[src/rtl/s12379_timing_ctrl.sv]
// CCD line timing controller.
// Produces the transfer gate (sh), the complementary shift clocks (f1/f2) and the
// per-pixel reset (rs) for one line of DUMMY_NUM + SAMP_NUM pixels. A line can
// optionally be padded to a programmed period, and lines can repeat back to back.
//
// Ports:
//   sys_clk      system clock; the only clock in the block
//   sys_rst_n    synchronous active-low reset
//   start        one-cycle request to begin a line (ignored while busy)
//   cont_mode    1 = repeat lines back to back, sampled on the line-end cycle
//   line_period  line period in sys_clk cycles, latched at every line start
//   sh           transfer gate pulse
//   f1, f2       shift clocks, f1 = ~f2
//   rs           reset gate, idle high, low once per readout pixel
//   busy         high while a line is in progress
//   line_start   pulse on the first cycle of a line
//   line_done    pulse on the last cycle of a line
//   line_cnt     completed line count, wraps at 16 bits
module s12379_timing_ctrl #(
    parameter int unsigned PIX_HALF     = 5,
    parameter int unsigned SAMP_NUM     = 2048,
    parameter int unsigned DUMMY_NUM    = 10,
    parameter int unsigned SH_WIDTH     = 20,
    parameter int unsigned SH_GUARD     = 5,
    parameter int unsigned RS_LOW_WIDTH = 2
) (
    input  logic        sys_clk,
    input  logic        sys_rst_n,
    input  logic        start,
    input  logic        cont_mode,
    input  logic [23:0] line_period,
    output logic        sh,
    output logic        f1,
    output logic        f2,
    output logic        rs,
    output logic        busy,
    output logic        line_start,
    output logic        line_done,
    output logic [15:0] line_cnt
);

    localparam int unsigned PixPeriod = 2 * PIX_HALF;
    localparam int unsigned SegLen    = 2 * SH_GUARD + SH_WIDTH;
    localparam int unsigned PixTotal  = DUMMY_NUM + SAMP_NUM;
    localparam int unsigned NatLen    = SegLen + PixTotal * PixPeriod;

    localparam logic [15:0] SegLast   = 16'(SegLen - 1);
    localparam logic [15:0] PhaseLast = 16'(PixPeriod - 1);
    localparam logic [15:0] PixLast   = 16'(PixTotal - 1);
    localparam logic [15:0] ShOn      = 16'(SH_GUARD);
    localparam logic [15:0] ShOff     = 16'(SH_GUARD + SH_WIDTH);
    localparam logic [15:0] HalfP     = 16'(PIX_HALF);
    localparam logic [15:0] RsLast    = 16'(RS_LOW_WIDTH);
    localparam logic [31:0] NatLen32  = 32'(NatLen);

    typedef enum logic [1:0] {StIdle, StSh, StReadout, StWait} state_e;

    state_e      state_q, state_d;
    logic [15:0] cnt_q, cnt_d;           // segment cycle in StSh, pixel phase otherwise
    logic [15:0] pix_q, pix_d;
    logic [23:0] line_cyc_q, line_cyc_d; // cycles since line_start
    logic [23:0] period_q, period_d;

    logic pad_line;
    logic in_pix;
    logic sh_d, f2_d, rs_d, done_d;

    // Next-state logic. line_done marks the current cycle as the last of the line,
    // so the line-end decision is taken from it rather than recomputed.
    always_comb begin
        state_d    = state_q;
        cnt_d      = cnt_q;
        pix_d      = pix_q;
        line_cyc_d = line_cyc_q;
        period_d   = period_q;
        if (line_done) begin
            cnt_d      = '0;
            pix_d      = '0;
            line_cyc_d = '0;
            if (cont_mode) begin
                state_d  = StSh;
                period_d = line_period;
            end else begin
                state_d = StIdle;
            end
        end else begin
            unique case (state_q)
                StIdle: begin
                    if (start) begin
                        state_d    = StSh;
                        cnt_d      = '0;
                        pix_d      = '0;
                        line_cyc_d = '0;
                        period_d   = line_period;
                    end
                end
                StSh: begin
                    line_cyc_d = line_cyc_q + 24'd1;
                    if (cnt_q == SegLast) begin
                        state_d = StReadout;
                        cnt_d   = '0;
                        pix_d   = '0;
                    end else begin
                        cnt_d = cnt_q + 16'd1;
                    end
                end
                StReadout: begin
                    line_cyc_d = line_cyc_q + 24'd1;
                    if (cnt_q == PhaseLast) begin
                        cnt_d = '0;
                        // Only reached when padding applies; otherwise line_done ends the line.
                        if (pix_q == PixLast) state_d = StWait;
                        else                  pix_d   = pix_q + 16'd1;
                    end else begin
                        cnt_d = cnt_q + 16'd1;
                    end
                end
                StWait: begin
                    line_cyc_d = line_cyc_q + 24'd1;
                    cnt_d      = (cnt_q == PhaseLast) ? 16'd0 : cnt_q + 16'd1;
                end
                default: state_d = StIdle;
            endcase
        end
    end

    // Outputs are derived from the next-state values so they can be registered
    // and still line up with the state they describe.
    assign pad_line = {8'd0, period_d} > NatLen32;
    assign in_pix   = (state_d == StReadout) || (state_d == StWait);
    assign sh_d     = (state_d == StSh) && (cnt_d >= ShOn) && (cnt_d < ShOff);
    assign f2_d     = in_pix && (cnt_d < HalfP);
    assign rs_d     = !((state_d == StReadout) && (cnt_d >= 16'd1) && (cnt_d <= RsLast));
    assign done_d   = ((state_d == StReadout) && (pix_d == PixLast) && (cnt_d == PhaseLast)
                       && !pad_line)
                    || ((state_d == StWait) && (line_cyc_d == period_d - 24'd1));

    always_ff @(posedge sys_clk) begin
        if (!sys_rst_n) begin
            state_q    <= StIdle;
            cnt_q      <= '0;
            pix_q      <= '0;
            line_cyc_q <= '0;
            period_q   <= '0;
            sh         <= 1'b0;
            f2         <= 1'b0;
            f1         <= 1'b1;
            rs         <= 1'b1;
            busy       <= 1'b0;
            line_start <= 1'b0;
            line_done  <= 1'b0;
            line_cnt   <= '0;
        end else begin
            state_q    <= state_d;
            cnt_q      <= cnt_d;
            pix_q      <= pix_d;
            line_cyc_q <= line_cyc_d;
            period_q   <= period_d;
            sh         <= sh_d;
            f2         <= f2_d;
            f1         <= ~f2_d;
            rs         <= rs_d;
            busy       <= (state_d != StIdle);
            line_start <= (state_d == StSh) && (cnt_d == 16'd0);
            line_done  <= done_d;
            if (done_d) line_cnt <= line_cnt + 16'd1;
        end
    end

endmodule

[config.mk]
export PLATFORM = sky130hd
export DESIGN_NAME = s12379_timing_ctrl
export DESIGN_NICKNAME = d
export VERILOG_FILES = /design/src/rtl/s12379_timing_ctrl.sv
export SDC_FILE = /design/constraint.sdc
export NUM_CORES = 1
export LEC_CHECK = 0
export CORE_MARGIN = 2
export CORE_UTILIZATION = 56
export CTS_BUF_LIST = sky130_fd_sc_hd__clkbuf_8
export CTS_CLUSTER_SIZE = 14
export DETAILED_ROUTE_END_ITERATION = 10
export GPL_ROUTABILITY_DRIVEN = 1
export HOLD_SLACK_MARGIN = 0.06
export PLACE_DENSITY = 0.85
export SLEW_MARGIN = 20
export SYNTH_ARGS = -nofsm -noshare
export SYNTH_HDL_FRONTEND = slang
export SYNTH_SLANG_ARGS = --single-unit
[constraint.sdc]
create_clock -name sys_clk -period 4.8 [get_ports sys_clk]
set_input_delay 0.48 -clock sys_clk [delete_from_list [all_inputs] [get_ports sys_clk]]
set_output_delay 0.48 -clock sys_clk [all_outputs]
set_load 0.02 [all_outputs]
* Word-level counts from Yosys, hierarchy flattened
Cells that the tools add are included.
Operators by class: order comparisons 6, equality and inequality tests 12, bitwise logic cells 1, reduce and logical (&&, ||, !) cells 19, muxes and demuxes 25, add/sub/neg operators 5
Operators with widths (count):
- 2-to-1 mux 16 bit | 9
- 2-to-1 mux 24 bit | 6
- case mux 16 bit (3 select lines) | 2
- adder 16 x 1 -> 16 bit (second input constant) | 3
- case mux 24 bit (2 select lines) | 1
- equality test 16 x 12 -> 1 bit (second input constant) | 2
- equality test 16 x 4 -> 1 bit (second input constant) | 2
- adder 24 x 1 -> 24 bit (second input constant) | 1
- equality test 24 bit | 1
- > comparator 24 x 15 -> 1 bit (second input constant) | 1
- subtractor 24 x 1 -> 24 bit (second input constant) | 1
- equality test 16 x 5 -> 1 bit (second input constant) | 1
- >= comparator 16 x 1 -> 1 bit (second input constant) | 1
- >= comparator 16 x 3 -> 1 bit (second input constant) | 1
- <= comparator 16 x 2 -> 1 bit (second input constant) | 1
- logical NOT 16 bit | 1
- < comparator 16 x 3 -> 1 bit (second input constant) | 1
- < comparator 16 x 5 -> 1 bit (second input constant) | 1
- logical AND 1 bit | 10
- 2-to-1 mux 2 bit | 5
- equality test 2 bit (second input constant) | 4
- case mux 2 bit (3 select lines) | 1
- equality test 2 x 1 -> 1 bit (second input constant) | 2
- OR reduction 3 bit | 1
- other kinds (7) | 9
Word-level totals: output and inout bits 23, logic and storage cells 81, bits in registers 105, bits of input ports 28

* Logic depth before layout (Yosys ltp)
word-level depth 10, mapped depth 17

* Least setup slack after synthesis
No wires, ideal clock.
path type flip-flop to flip-flop, start register line_done, end register line_cnt[10], cell stages (with the launch flop) 17, setup time 131 ps, arrival 4483 ps, required time 4669 ps, slack 186 ps, cells stage by stage dfxtp_1 -> or4b_1 -> nand2_1 -> buf_2 -> mux2i_1 -> ha_1 -> nor4b_1 -> nand4_1 -> o32ai_1 -> xor2_1 -> xnor2_1 -> o2111ai_1 -> a2111oi_0 -> a32oi_1 -> buf_6 -> o311ai_2 -> o41ai_2
On the way: word-level cells in the longest chain between the ends 6, elaborated cells between the ends (all ways) 18, classes of those cells 1 x add/sub; 1 x order compare; 5 x eq/ne; 5 x mux; 6 x reduce/logical
RTL lines:
- from (decl) | RTL line 38 | output logic line_done,
- from (signal assigned) | RTL line 165 | line_done <= done_d;
- branches (longest 5 deep; another with subtractor 24 x 1 -> 24 bit)
- logical OR 1 bit (*) | RTL line 136 | || ((state_d == StWait) && (line_cyc_d == period_d - 24'd1));
- to (signal assigned) | RTL line 166 | if (done_d) line_cnt <= line_cnt + 16'd1;
- to (decl) | RTL line 39 | output logic [15:0] line_cnt
Every way passes the cells marked *. A chain may end at the register's enable or synchronous reset.

* Worst setup path in the final report
start input port start, end register line_cnt[7]
On the way: word-level cells in the longest chain between the ends 8, elaborated cells between the ends (all ways) 28, classes of those cells 1 x add/sub; 1 x order compare; 5 x eq/ne; 15 x mux; 6 x reduce/logical
RTL lines:
- from (decl) | RTL line 29 | input logic start,
- branches (longest 7 deep; another with subtractor 24 x 1 -> 24 bit)
- logical OR 1 bit (*) | RTL line 136
Marked as above.

==> metrics.cfg <==
[run_status]
run_status = finished clean

[logic_synthesis]
synth.area.top_cells = dfxtp_1 (28%), mux2i_1 (4.8%), nor2_1 (4.7%)
synthTopCellsByCount = dfxtp_1 (105), nor2_1 (95), nand2_1 (84)
yosysTopAreaCellShare_pct = 27.9
yosysMostFrequentCell = dfxtp_1
synthDistinctLibCells = 85
postSynthAreaPerCell_um2 = 7.89
syn_inst = 955
netlist_area_um2 = 7530
yosysWarnings = 0
postSynth.asyncResetShare_pct = 0
ys_ff_latch = 105
syn_nets = 991
synth_edf_count = 0
synth_top_cell_by_area = dfxtp_1
seq_area_frac_synth_pct = 27.9
synthFlopType = dfxtp_1

[critical_path]
r2r-start = line_done$_SDFF_PN0_
ff2ff_path_depth = 17
cp_max_fo = 10
crit_type = in2reg
endpoint_kind = flip-flop
worstSetupStartpointType = input pin
cp.arrival_ns = 4.99
r2r_setup_slack_ns = 0.25
startpoint = start
worst_ep_required_time_ns = 5.14

[placement]
numPortBuffers = 50
dp_hpwl_um = 15500
dp_cells = 1179
pre_cts_slack_ns = -0.243
gp_congestion = 0.961
placed_cell_area_um2 = 8400

[timing]
setup-violations-final = 0
slew_violations = 0
holdWs_ns = 0.479
fmax_mhz = 215
layout_setup_ws_ns = 0.150
min_period_ns = 4.65
tns_ns = 0
slew-limit-headroom_pct = 32.9
hold_viol = 0
clock_skew_ns = 0.0165
fin_crit_sh_pct = 96.9
worst_slew_pin_slew_ns = 0.981

[min_path]
min_path_cells = 2
min-delay-start = line_cnt[15]$_SDFFE_PN0P_
hold_class = reg2reg

[global_routing]
grt_pass1_wl_um = 34700
antenna_found_initial = 0
overflow = 0
grt_pass1_vias = 7072
grtUsageTotal_pct = 29.3
grt_max_degree = 51

[power_and_ir_drop]
power.density_nw_per_um2 = 210
peakVddDrop_uv = 203
finalPower_mw = 1.81
power_leakage_nw = 2.99

[drt]
wl_per_cell_um = 17.6
drt-initial-drc-count = 850
first_pass_iters = 6
via_count = 7789
viasPerCell = 6.52
drt.antenna.violating_nets = 0
wl_um = 21000
drcViolationCount = 0

[final_layout]
n_antenna_cell = 0
synthToLayoutAreaGrowth_pct = 14.3
final_nets = 1051
drive_above_1_share_pct = 11.1
postLayoutCoreUtil_pct = 65.3
final_area_um2 = 8610
instances_no_fill = 1194

[floorplanning]
dieArea_um2 = 14400
num_io_pins = 51
fp-row-count = 42
die_h_um = 120
coreArea_um2 = 13200
initial_core_util_pct = 57.1
fp.dieW_um = 120

[cts]
cts_tree = done
clkTransAtPathRegs_ns = 0.11
clkLatencyLatePin_ns = 0.40
cts_max_level = 3
cts-root-buf = clkbuf_8
cts_sinks = 105
hold_buffers = 0
cts_buffers = 9
clockBufferDepth = 2

[job]
max_cap_violations = 0

## cell type report
type,count,area [um2]
multi-input cells,780,5190
fillers,1114,4580
flip-flops and latches,105,2100
repair buffers,98,861
well taps,176,220
clock buffers,9,124
inverters,21,78.8
clock inverters,5,33.8
## cells in the final DEF (no fill, tap or decap), drive strengths merged, types with 9 or more instances in the layout
cell / synthesis / routed
mux2i: 36 / 36
nor4: 43 / 43
o211ai: 17 / 17
a21oi: 38 / 38
and3: 13 / 13
nor3: 43 / 43
o31ai: 9 / 9
xor2: 24 / 24
mux2: 10 / 10
nor3b: 11 / 11
o21ai: 25 / 25
or3: 23 / 23
nand4: 30 / 30
dfxtp: 105 / 105
nand2: 85 / 85
a2111oi: 10 / 10
buf: 18 / 48
and2: 23 / 23
clkdlybuf4s50: 0 / 50
nor2: 95 / 95
xnor2: 26 / 26
nand2b: 21 / 21
inv: 20 / 23
nand3: 41 / 41
clkbuf: 31 / 9
or4: 19 / 19
## layer usage
layer | global-route usage (%) | routed length (um)
met1 | 39.8 | 9120
met2 | 45.9 | 9620
met5 | 0 | 0
met4 | 11.7 | 729
met3 | 5.47 | 1530
## path summary, 6_finish.rpt
check / end
max: line_cnt[7]$_SDFFE_PN0P_
min: line_cnt[15]$_SDFFE_PN0P_
max reg2reg: line_cnt[7]$_SDFFE_PN0P_
min reg2reg: line_cnt[15]$_SDFFE_PN0P_
## registers in the layout, indices dropped and copies added (netlist names)
register / count
line_cyc_q: 24
period_q: 24
cnt_q: 16
line_cnt: 16
pix_q: 16
state_q: 2
busy: 1
f1: 1
f2: 1
line_done: 1
line_start: 1
rs: 1
sh: 1
## worst max-delay path, cell delays in order
cell             delay (ns)
clkdlybuf4s50_1        0.48
or4b_1                 0.50
nand2_1                0.13
mux2i_1                0.26
ha_2                   0.27
or4b_2                 0.66
or3_1                  0.40
nand3_1                0.10
o211a_1                0.19
o2111ai_1              0.16
nand4b_1               0.20
and4bb_1               0.35
a32oi_1                0.10
buf_4                  0.20
or4_1                  0.41
nand2_1                0.08
## repair_timing
item | 4_1_cts | 5_1_grt
setup buffers | 0 | 1
endpoints found under the setup margin | 0 | 16
endpoints found under the hold margin | 0 | 0
resized for setup | 0 | 12
## report_power, final
group,switching [mW],total (mW),leakage [nW],internal [mW]
logic,0.224,0.399,2.06,0.174
registers,0.0201,0.907,0.851,0.887
clock network,0.316,0.501,0.0832,0.184
## kinds of logic (layout without fill, tap and decap cells)
kind of cell,Yosys count,count (layout),share of synthesized area (%)
muxes,46,46,6.28
AOI/OAI and AO/OA,178,178,17.1
buffers and inverters,70,133,3.85
and+or+nand+nor,495,495,36.8
adders and majority gates,8,8,1.33
xor gates and xnor gates,53,53,6.74
DFF,105,105,27.9
Note: power is estimated with default switching activity, not from simulation.
